**config.mk**
```make
export PLATFORM = sky130hd
export DESIGN_NAME = sd_sector_seq_flat
export DESIGN_NICKNAME = d
export VERILOG_FILES = /design/src/rtl/sd_seq_pkg.sv /design/src/rtl/sd_sector_seq_if.sv /design/src/rtl/sd_seq_byte_tx.sv /design/src/rtl/sd_sector_seq.sv /design/src/flat_wrapper.sv
export SDC_FILE = /design/constraint.sdc
export NUM_CORES = 1
export LEC_CHECK = 0
export ABC_CLOCK_PERIOD_IN_PS = 2900
export CAP_MARGIN = 30
export CORE_MARGIN = 2
export CORE_UTILIZATION = 45
export DETAILED_ROUTE_END_ITERATION = 8
export GPL_TIMING_DRIVEN = 0
export HOLD_SLACK_MARGIN = 0.05
export PLACE_DENSITY = 0.7
export RECOVER_POWER = 100
export SETUP_SLACK_MARGIN = 0.02
export SLEW_MARGIN = 30
export SYNTH_ARGS = -nofsm -noshare
export SYNTH_HDL_FRONTEND = slang
export SYNTH_SLANG_ARGS = --single-unit
```
**constraint.sdc**
```tcl
create_clock -name CLK -period 2.9 [get_ports CLK]
set_input_delay 0.87 -clock CLK [delete_from_list [all_inputs] [get_ports CLK]]
set_output_delay 0.87 -clock CLK [all_outputs]
set_load 0.005 [all_outputs]
```
**src/rtl/sd_seq_pkg.sv**
```systemverilog
// sd_seq_pkg: shared states and sector geometry for the SD sector sequencer
package sd_seq_pkg;
  localparam int SECTOR_BYTES = 512;
  localparam int INDEX_W = 9;
  localparam logic [INDEX_W-1:0] LAST_INDEX = INDEX_W'(SECTOR_BYTES - 1);
  typedef enum logic [3:0] {
    IDLE, RD_REQ, RD_WAIT, BYTE, PATCH, WR_REQ, WR_WAIT,
    VF_REQ, VF_WAIT, VF_LAT, VF_CHK, NEXT
  } state_t;
  typedef enum logic [1:0] {BT_IDLE, BT_LAT, BT_SKIP, BT_WAIT} bt_state_t;
endpackage

```
**src/rtl/sd_sector_seq_if.sv**
```systemverilog
// sd_sector_seq_if: SD controller BRAM/command bus and UART transmit handshake
interface sd_sector_seq_if #(parameter int ADDR_W = 23) ();
  logic [ADDR_W-1:0] sd_addr;
  logic [8:0] sd_index;
  logic [7:0] sd_read_data;
  logic [7:0] sd_write_data;
  logic sd_write_enable;
  logic sd_read;
  logic sd_write;
  logic sd_busy;
  logic [7:0] tx_data;
  logic tx_go;
  logic tx_busy;
  modport master (
    output sd_addr, sd_index, sd_write_data, sd_write_enable, sd_read, sd_write, tx_data, tx_go,
    input sd_read_data, sd_busy, tx_busy
  );
  modport slave (
    input sd_addr, sd_index, sd_write_data, sd_write_enable, sd_read, sd_write, tx_data, tx_go,
    output sd_read_data, sd_busy, tx_busy
  );
endinterface

```
**src/rtl/sd_seq_byte_tx.sv**
```systemverilog
// sd_seq_byte_tx: one BRAM byte fetch then tx_go / tx_busy handshake
module sd_seq_byte_tx import sd_seq_pkg::*; (
  input  logic       CLK,
  input  logic       XRST,
  input  logic       i_start,
  input  logic [7:0] i_rd_data,
  input  logic       i_tx_busy,
  output logic [7:0] o_tx_data,
  output logic       o_tx_go,
  output logic       o_done
);
  bt_state_t r_state;
  logic [7:0] r_tx_data;
  logic r_tx_go, r_done;
  assign o_tx_data = r_tx_data;
  assign o_tx_go = r_tx_go;
  assign o_done = r_done;
  // wait one cycle for BRAM, send, ignore the cycle before tx_busy rises, wait for idle
  always_ff @(posedge CLK or negedge XRST) begin
    if (!XRST) begin
      r_state <= BT_IDLE;
      r_tx_data <= '0;
      r_tx_go <= 1'b0;
      r_done <= 1'b0;
    end else begin
      r_tx_go <= 1'b0;
      r_done <= 1'b0;
      case (r_state)
        BT_IDLE: if (i_start) r_state <= BT_LAT;
        BT_LAT: begin
          r_tx_data <= i_rd_data;
          r_tx_go <= 1'b1;
          r_state <= BT_SKIP;
        end
        BT_SKIP: r_state <= BT_WAIT;
        BT_WAIT: if (!i_tx_busy) begin
          r_done <= 1'b1;
          r_state <= BT_IDLE;
        end
        default: r_state <= BT_IDLE;
      endcase
    end
  end
endmodule

```
**src/rtl/sd_sector_seq.sv**
```systemverilog
// sd_sector_seq: reads consecutive SD sectors, dumps them over UART, optionally patches and verifies
module sd_sector_seq import sd_seq_pkg::*; #(
  parameter int ADDR_W = 23,
  parameter int NUM_SECTORS = 1,
  parameter logic [8:0] PATCH_INDEX = 9'h0FF,
  parameter logic [7:0] PATCH_VALUE = 8'hFF
) (
  input  logic              CLK,
  input  logic              XRST,
  input  logic              start,
  input  logic              mode,
  input  logic [ADDR_W-1:0] base_addr,
  sd_sector_seq_if.master   bus,
  output logic              busy,
  output logic              done,
  output logic              error,
  output logic [15:0]       sector_cnt
);
  state_t r_state;
  logic r_mode, r_skip, r_rd, r_wr, r_we, r_tx_start, r_done, r_err;
  logic [ADDR_W-1:0] r_base, r_addr;
  logic [15:0] r_cnt;
  logic [8:0] r_index;
  logic [7:0] r_wdata;
  logic w_bt_done, w_last;
  assign w_last = ({1'b0, r_cnt} + 17'd1) == 17'(NUM_SECTORS);
  assign bus.sd_addr = r_addr;
  assign bus.sd_index = r_index;
  assign bus.sd_write_data = r_wdata;
  assign bus.sd_write_enable = r_we;
  assign bus.sd_read = r_rd;
  assign bus.sd_write = r_wr;
  assign busy = r_state != IDLE;
  assign done = r_done;
  assign error = r_err;
  assign sector_cnt = r_cnt;
  sd_seq_byte_tx u_byte_tx (
    .CLK(CLK), .XRST(XRST), .i_start(r_tx_start), .i_rd_data(bus.sd_read_data),
    .i_tx_busy(bus.tx_busy), .o_tx_data(bus.tx_data), .o_tx_go(bus.tx_go), .o_done(w_bt_done)
  );
  // run sequencer: command pulses are one cycle, each *_WAIT skips the cycle before sd_busy rises
  always_ff @(posedge CLK or negedge XRST) begin
    if (!XRST) begin
      r_state <= IDLE;
      r_mode <= 1'b0;
      r_skip <= 1'b0;
      r_rd <= 1'b0;
      r_wr <= 1'b0;
      r_we <= 1'b0;
      r_tx_start <= 1'b0;
      r_done <= 1'b0;
      r_err <= 1'b0;
      r_base <= '0;
      r_addr <= '0;
      r_cnt <= '0;
      r_index <= '0;
      r_wdata <= '0;
    end else begin
      r_rd <= 1'b0;
      r_wr <= 1'b0;
      r_we <= 1'b0;
      r_tx_start <= 1'b0;
      r_done <= 1'b0;
      case (r_state)
        IDLE: if (start) begin
          r_mode <= mode;
          r_base <= base_addr;
          r_err <= 1'b0;
          r_cnt <= '0;
          r_state <= RD_REQ;
        end
        RD_REQ: if (!bus.sd_busy) begin
          r_addr <= r_base + ADDR_W'(r_cnt);
          r_rd <= 1'b1;
          r_skip <= 1'b1;
          r_state <= RD_WAIT;
        end
        RD_WAIT: if (r_skip) r_skip <= 1'b0;
          else if (!bus.sd_busy) begin
            r_index <= '0;
            r_tx_start <= 1'b1;
            r_state <= BYTE;
          end
        BYTE: if (w_bt_done) begin
          if (r_index == LAST_INDEX) r_state <= r_mode ? PATCH : NEXT;
          else begin
            r_index <= r_index + 9'd1;
            r_tx_start <= 1'b1;
          end
        end
        PATCH: begin
          r_index <= PATCH_INDEX;
          r_wdata <= PATCH_VALUE;
          r_we <= 1'b1;
          r_state <= WR_REQ;
        end
        WR_REQ: if (!bus.sd_busy) begin
          r_wr <= 1'b1;
          r_skip <= 1'b1;
          r_state <= WR_WAIT;
        end
        WR_WAIT: if (r_skip) r_skip <= 1'b0;
          else if (!bus.sd_busy) r_state <= VF_REQ;
        VF_REQ: if (!bus.sd_busy) begin
          r_rd <= 1'b1;
          r_skip <= 1'b1;
          r_state <= VF_WAIT;
        end
        VF_WAIT: if (r_skip) r_skip <= 1'b0;
          else if (!bus.sd_busy) begin
            r_index <= PATCH_INDEX;
            r_state <= VF_LAT;
          end
        VF_LAT: r_state <= VF_CHK;
        VF_CHK: begin
          if (bus.sd_read_data != PATCH_VALUE) r_err <= 1'b1;
          r_state <= NEXT;
        end
        NEXT: begin
          r_cnt <= r_cnt + 16'd1;
          r_done <= w_last;
          r_state <= w_last ? IDLE : RD_REQ;
        end
        default: r_state <= IDLE;
      endcase
    end
  end
endmodule

```
**src/flat_wrapper.sv**
```systemverilog
// flat-port wrapper written by rule: the top's interface ports become plain ports
module sd_sector_seq_flat import sd_seq_pkg::*;
#(
  parameter int ADDR_W = 23,
  parameter int NUM_SECTORS = 1,
  parameter logic [8:0] PATCH_INDEX = 9'h0FF,
  parameter logic [7:0] PATCH_VALUE = 8'hFF
)
  (CLK, XRST, start, mode, base_addr, busy, done, error, sector_cnt, bus_sd_addr, bus_sd_index, bus_sd_write_data, bus_sd_write_enable, bus_sd_read, bus_sd_write, bus_tx_data, bus_tx_go, bus_sd_read_data, bus_sd_busy, bus_tx_busy);
  sd_sector_seq_if #(.ADDR_W(ADDR_W)) bus_i ();
  input  logic CLK;
  input  logic XRST;
  input  logic start;
  input  logic mode;
  input  logic [ADDR_W-1:0] base_addr;
  output logic busy;
  output logic done;
  output logic error;
  output logic [15:0] sector_cnt;
  output wire logic [$bits(bus_i.sd_addr)-1:0] bus_sd_addr;
  output wire logic [$bits(bus_i.sd_index)-1:0] bus_sd_index;
  output wire logic [$bits(bus_i.sd_write_data)-1:0] bus_sd_write_data;
  output wire logic [$bits(bus_i.sd_write_enable)-1:0] bus_sd_write_enable;
  output wire logic [$bits(bus_i.sd_read)-1:0] bus_sd_read;
  output wire logic [$bits(bus_i.sd_write)-1:0] bus_sd_write;
  output wire logic [$bits(bus_i.tx_data)-1:0] bus_tx_data;
  output wire logic [$bits(bus_i.tx_go)-1:0] bus_tx_go;
  input wire logic [$bits(bus_i.sd_read_data)-1:0] bus_sd_read_data;
  input wire logic [$bits(bus_i.sd_busy)-1:0] bus_sd_busy;
  input wire logic [$bits(bus_i.tx_busy)-1:0] bus_tx_busy;
  assign bus_sd_addr = bus_i.sd_addr;
  assign bus_sd_index = bus_i.sd_index;
  assign bus_sd_write_data = bus_i.sd_write_data;
  assign bus_sd_write_enable = bus_i.sd_write_enable;
  assign bus_sd_read = bus_i.sd_read;
  assign bus_sd_write = bus_i.sd_write;
  assign bus_tx_data = bus_i.tx_data;
  assign bus_tx_go = bus_i.tx_go;
  assign bus_i.sd_read_data = bus_sd_read_data;
  assign bus_i.sd_busy = bus_sd_busy;
  assign bus_i.tx_busy = bus_tx_busy;
  sd_sector_seq #(.ADDR_W(ADDR_W), .NUM_SECTORS(NUM_SECTORS), .PATCH_INDEX(PATCH_INDEX), .PATCH_VALUE(PATCH_VALUE)) u_core (.CLK(CLK), .XRST(XRST), .start(start), .mode(mode), .base_addr(base_addr), .bus(bus_i), .busy(busy), .done(done), .error(error), .sector_cnt(sector_cnt));
endmodule
```
Word-level counts from Yosys, hierarchy flattened. Cells that the tools add are included.

Register bits after elaboration: 96. Input port bits: 37. Output and inout port bits: 71. Logic and storage cells: 119.

Add/subtract/negate cells: 4. Equal/unequal tests: 34. Mux-type cells: 44. Bitwise gates (word level): 1. Reduce and logical (&&, ||, !) cells: 18.

Operators with widths (count): 9-bit 2-to-1 mux (6); 4-bit 2-to-1 mux (13); 4-bit case mux with 12 select lines (1); 9-bit case mux with 4 select lines (1); 16-bit case mux with 2 select lines (1); 2-bit inequality test (second input constant) (14); 23-bit by 16-bit adder with 23-bit output (1); 16-bit by 1-bit adder with 17-bit output (second input constant) (1); 17-bit by 1-bit == test with 1-bit output (second input constant) (1); 16-bit by 1-bit adder with 16-bit output (second input constant) (1); 4-bit by 3-bit == test with 1-bit output (second input constant) (4); 4-bit == test (second input constant) (4); 16-bit 2-to-1 mux (1); 1-bit 2-to-1 mux (15); 12-bit AND reduction (1); 2-bit AND reduction (5); 9-bit by 1-bit adder with 9-bit output (second input constant) (1); 9-bit == test (second input constant) (1); 4-bit by 2-bit == test with 1-bit output (second input constant) (2); 8-bit inequality test (second input constant) (1); 2-bit case mux with 4 select lines (1); 4-bit nonzero test (2); 7-bit AND reduction (1); 2-bit by 1-bit inequality test with 1-bit output (second input constant) (3); 12 further kinds (19).

Logic depth before layout (Yosys ltp).
Word-level depth: 4. Mapped depth: 11. Depth with buffers taken out: 10.

Hierarchy. From an unflattened synthesis, not the netlist that was laid out.

Cell total of the unflattened synthesis: 569. Area total of the unflattened synthesis: 5496.5 um^2.

By module, submodules not included: sd_sector_seq (instances 1, cells an instance 534, area each 4963.5 um^2, seq. area each 2102.0 um^2); sd_seq_byte_tx (instances 1, cells an instance 35, area each 533.0 um^2, seq. area each 300.3 um^2).

Worst setup path before layout. No wires, ideal clock.

Path kind: flip-flop to flip-flop. Start point: register u_core.r_cnt[0] (netlist: u_core.sector_cnt[0]). End point: register u_core.r_addr[14] (netlist: u_core.bus.sd_addr[14]). Setup time: 129 ps. Arrival: 2143 ps. Required time: 2771 ps. Setup slack: 628 ps. Cell stages (with the launch flop): 10. Path buffers: 0. Period minus slack after synthesis: 2272 ps. Cells stage by stage: dfrtp_1 -> ha_1 -> inv_1 -> fa_1 -> nor2b_1 -> o211ai_1 -> a32o_1 -> o311ai_1 -> xnor2_1 -> o21ai_1.

Word-level cells in the longest chain between the ends: 1.

Ends and longest elaborated chain: from (decl) (line sd_sector_seq.sv:22) `logic [15:0] r_cnt;`; from (signal assigned) (line sd_sector_seq.sv:120) `r_cnt <= r_cnt + 16'd1;`; 23-bit by 16-bit adder with 23-bit output (line sd_sector_seq.sv:73) `r_addr <= r_base + ADDR_W'(r_cnt);`; to (signal assigned) (line sd_sector_seq.sv:73); to (decl) (line sd_sector_seq.sv:21) `logic [ADDR_W-1:0] r_base, r_addr;`.

Every way passes these cells. A chain may end at the register's enable or synchronous reset.

Final worst setup path.
Start point: input port bus_sd_busy. End point: register u_core.r_index[2] (netlist: u_core.bus.sd_index[2]).

Word-level cells in the longest chain between the ends: 2. Elaborated cells on any way between the ends: 3. Those cells by class: eq/ne (2); reduce/logical (1).

Ends and longest elaborated chain: from (decl) (line flat_wrapper.sv:29) `input wire logic [$bits(bus_i.sd_busy)-1:0] bus_sd_busy;`; 2-bit inequality test (no line); 7-bit AND reduction (no line) *; to (signal assigned) (line sd_sector_seq.sv:87) `r_index <= r_index + 9'd1;`; to (decl) (line sd_sector_seq.sv:23) `logic [8:0] r_index;`.

Every way passes the cells marked *; elsewhere a longest branch is shown, timed or not.

==> impl_metrics.env <==
export IMPL_yosysTopAreaCellShare_pct=43.42
export IMPL_powerDensity_nw_per_um2=942.2
export IMPL_syn_area_um2=5533
export IMPL_min_path_type="flip-flop to flip-flop"
export IMPL_synth_area_per_cell_um2=9.426
export IMPL_fin_hold_ws_ns=0.4758
export IMPL_viasPerCell=5.676
export IMPL_cp_top_family="compound AO/OA/AOI/OAI gates"
export IMPL_drc=0
export IMPL_cp_cell_sequence="dlygate4sd3_1 -> nor3_1 -> a2111oi_0 -> a21oi_1 -> a311o_1 -> clkbuf_1 -> a21oi_1 -> a21oi_1"
export IMPL_netlist_instances=587
export IMPL_finalHoldViolCount=0
export IMPL_ir_drop_mv=0.4376
export IMPL_hold_end="u_core.bus.sd_addr[20]"
export IMPL_skew_ns=0.006730
export IMPL_critPathKind="primary input to flip-flop"
export IMPL_critical_path_required_ns=3.11
export IMPL_stdcell_count=857
export IMPL_cap_violations=0
export IMPL_post_place_cells=842
export IMPL_clock_latency_ns=0.35
export IMPL_reg2reg_from="u_core.sector_cnt[0]"
export IMPL_cpPeakStageDelay_ns=0.65
export IMPL_slew_headroom_pct=22.02
export IMPL_design_die_area_um2=13200
export IMPL_ant_nets=0
export IMPL_vias=4864
export IMPL_gr_usage_all_layers_pct=22.38
export IMPL_ys_top_cells_by_count="96 x dfrtp_1, 70 x nand2_1, 62 x o21ai_0"
export IMPL_die_w_um=114.9
export IMPL_wire_per_inst_um=16.72
export IMPL_clock_root_buffer="clkbuf_16"
export IMPL_rows=40
export IMPL_start_util_pct=46.06
export IMPL_wl_mm=14.33
export IMPL_cts_max_level=3
export IMPL_critPathCaptureType="flip-flop"
export IMPL_fmax_mhz=361.0
export IMPL_cts_inserted_buffers=9
export IMPL_dr_pass1_iters=5
export IMPL_drtIter0Drc=390
export IMPL_io_pins=108
export IMPL_cts_hold_fix_buffers=0
export IMPL_min_period_ns=2.770
export IMPL_insertedDiodeCount=0
export IMPL_fp_dieH_um=114.9
export IMPL_syn_num_nets=650
export IMPL_path_max_fanout=10
export IMPL_synth_seq_cells=96
export IMPL_ff2ff_path_depth=9
export IMPL_worstMarginPinSlew_ns=1.170
export IMPL_crit_top_cell="a21oi_1"
export IMPL_clk_pin_slew_worst_paths_ns=0.06
export IMPL_hpwl_mm=10.45
export IMPL_total_power_mw=6.700
export IMPL_synthFlopType="dfrtp_1"
export IMPL_cts_setup_buffers=0
export IMPL_port_buffers=107
export IMPL_crit_slowest_cell="dlygate4sd3_1"
export IMPL_cp_start_kind="primary input"
export IMPL_synth_edf_count=0
export IMPL_antenna_found_initial=0
export IMPL_rrSetupSlack_ns=0.23
export IMPL_yosysUniqueCellTypes=65
export IMPL_gp_congestion=0.9236
export IMPL_hold_start="u_core.bus.sd_addr[20]"
export IMPL_post_route_period_util_pct=95.53
export IMPL_cts_tree="built"
export IMPL_rsz0062_at_grt="false"
export IMPL_grt_max_degree=54
export IMPL_synth_most_common_cell="dfrtp_1"
export IMPL_seq_area_frac_synth_pct=43.42
export IMPL_final_nets=769
export IMPL_power_leakage_nw=3.138
export IMPL_setup_violations=0
export IMPL_outcome="completed"
export IMPL_clk_path_buf_depth=2
export IMPL_yosys_area_top_type="dfrtp_1"
export IMPL_tns_ns=0
export IMPL_whs_path_depth=2
export IMPL_grt_first_pass_wirelength_mm=23.29
export IMPL_yosysWarnings=0
export IMPL_timing_rr_end="u_core.bus.sd_addr[22]"
export IMPL_grt_pass1_vias=4684
export IMPL_core_region_area_um2=12010
export IMPL_drive_gt1_share_pct=11.41
export IMPL_async_reset_ff_share_pct=100.0
export IMPL_critPathBufInv=2
export IMPL_overflow=0
export IMPL_ys_top_cells_by_area="dfrtp_1 43%, mux2_2 6.9%, ha_1 5.7%"
export IMPL_clock_sinks=96
export IMPL_slew_viol_final=0
export IMPL_critical_path_arrival_ns=2.98
export IMPL_area_delta_synth_final_pct=28.52
==> per-layer routing <==
layer | global-route usage [%] | wire length (um) | vias up
li1 | - | - | 2339
met1 | 30.95 | 6548 | 2335
met2 | 36.12 | 6692 | 161
met3 | 4.323 | 806 | 29
met4 | 6.185 | 278 | 0
met5 | 0 | 0 | -
==> worst max-delay path by stage <==
stage,slack [ns],depth (start not counted),startpoint,end
final,0.13,8,bus_sd_busy,u_core.bus.sd_index[2]
after global routing,0.05,8,bus_sd_busy,u_core.bus.sd_index[7]
after CTS,0.17,8,bus_sd_busy,u_core.bus.sd_addr[13]
after detailed placement,-0.19,8,bus_sd_busy,u_core.bus.sd_addr[13]
after global placement,-2.60,1,XRST,u_core.bus.sd_addr[17]
after floorplan,0.63,9,u_core.sector_cnt[0],u_core.bus.sd_addr[14]
==> final cells by class <==
cell class                 count  area [um2]
timing repair buffer         108        1094
clock inverter                 3       65.06
multi-input combinational    434        2851
clock buffer                  12       256.5
tap                          147       183.9
buffer                        38       186.4
inverter                      19       71.32
fill                        1061        4901
sequential                    96        2402
==> tightest hold or removal path, stage by stage (launching register included) <==
cell and delay (ns):
dfrtp_1 0.34, nand2_1 0.04, o21ai_0 0.06
==> power by group <==
part | switching (mW) | internal (mW) | leakage [nW]
clock network | 0.515 | 0.797 | 0.159
registers | 0.435 | 1.88 | 1.22
logic | 1.56 | 1.52 | 1.76
==> cell usage in the layout, fill, tap and decap left out, drive strengths merged, types with 6 or more instances in the layout <==
cell type      instances
inv                   19
nand4                 11
xor2                   9
nand2                 70
o21ai                 64
and2                   6
nor2b                  6
nand3                 27
nor3                   6
a21oi                 37
ha                    25
a31oi                  9
nor4                   7
buf                   14
clkdlybuf4s50         40
dlygate4sd3           66
mux2                  34
clkbuf                38
dfrtp                 96
nor2                  36
xnor2                 15
==> cell families after synthesis <==
group           share of synthesized area, %
buf+inv                                4.681
compound gates                         17.21
flops                                  43.42
xor+xnor                               3.799
fa+ha+maj                              6.015
mux                                    7.282
simple gates                           17.59
==> repair_timing <==
item	CTS	global route
resized for setup	0	2
endpoints found under the setup margin	0	1
endpoints found under the hold margin	0	0
==> flip-flops by register name, summed over array words and instances (netlist names), 2 cells and up <==
signal	flops
u_core.bus.sd_addr	23
u_core.bus.sd_index	9
u_core.r_base	23
u_core.r_state	4
u_core.sector_cnt	16
u_core.u_byte_tx.o_tx_data	8
u_core.u_byte_tx.r_state	2
==> per-stage QoR <==
step                instance area, um2  util (%)  worst slack [ns]
global route                      7111     59.20           0.05030
detailed placement                6825     56.82           -0.1886
floorplan                         5533         -            0.6285
CTS                               7147     59.50            0.1691
global placement                  6788     56.51            -2.602
finish                            7111     59.20            0.1297
Power figures use the tool's default switching activity.
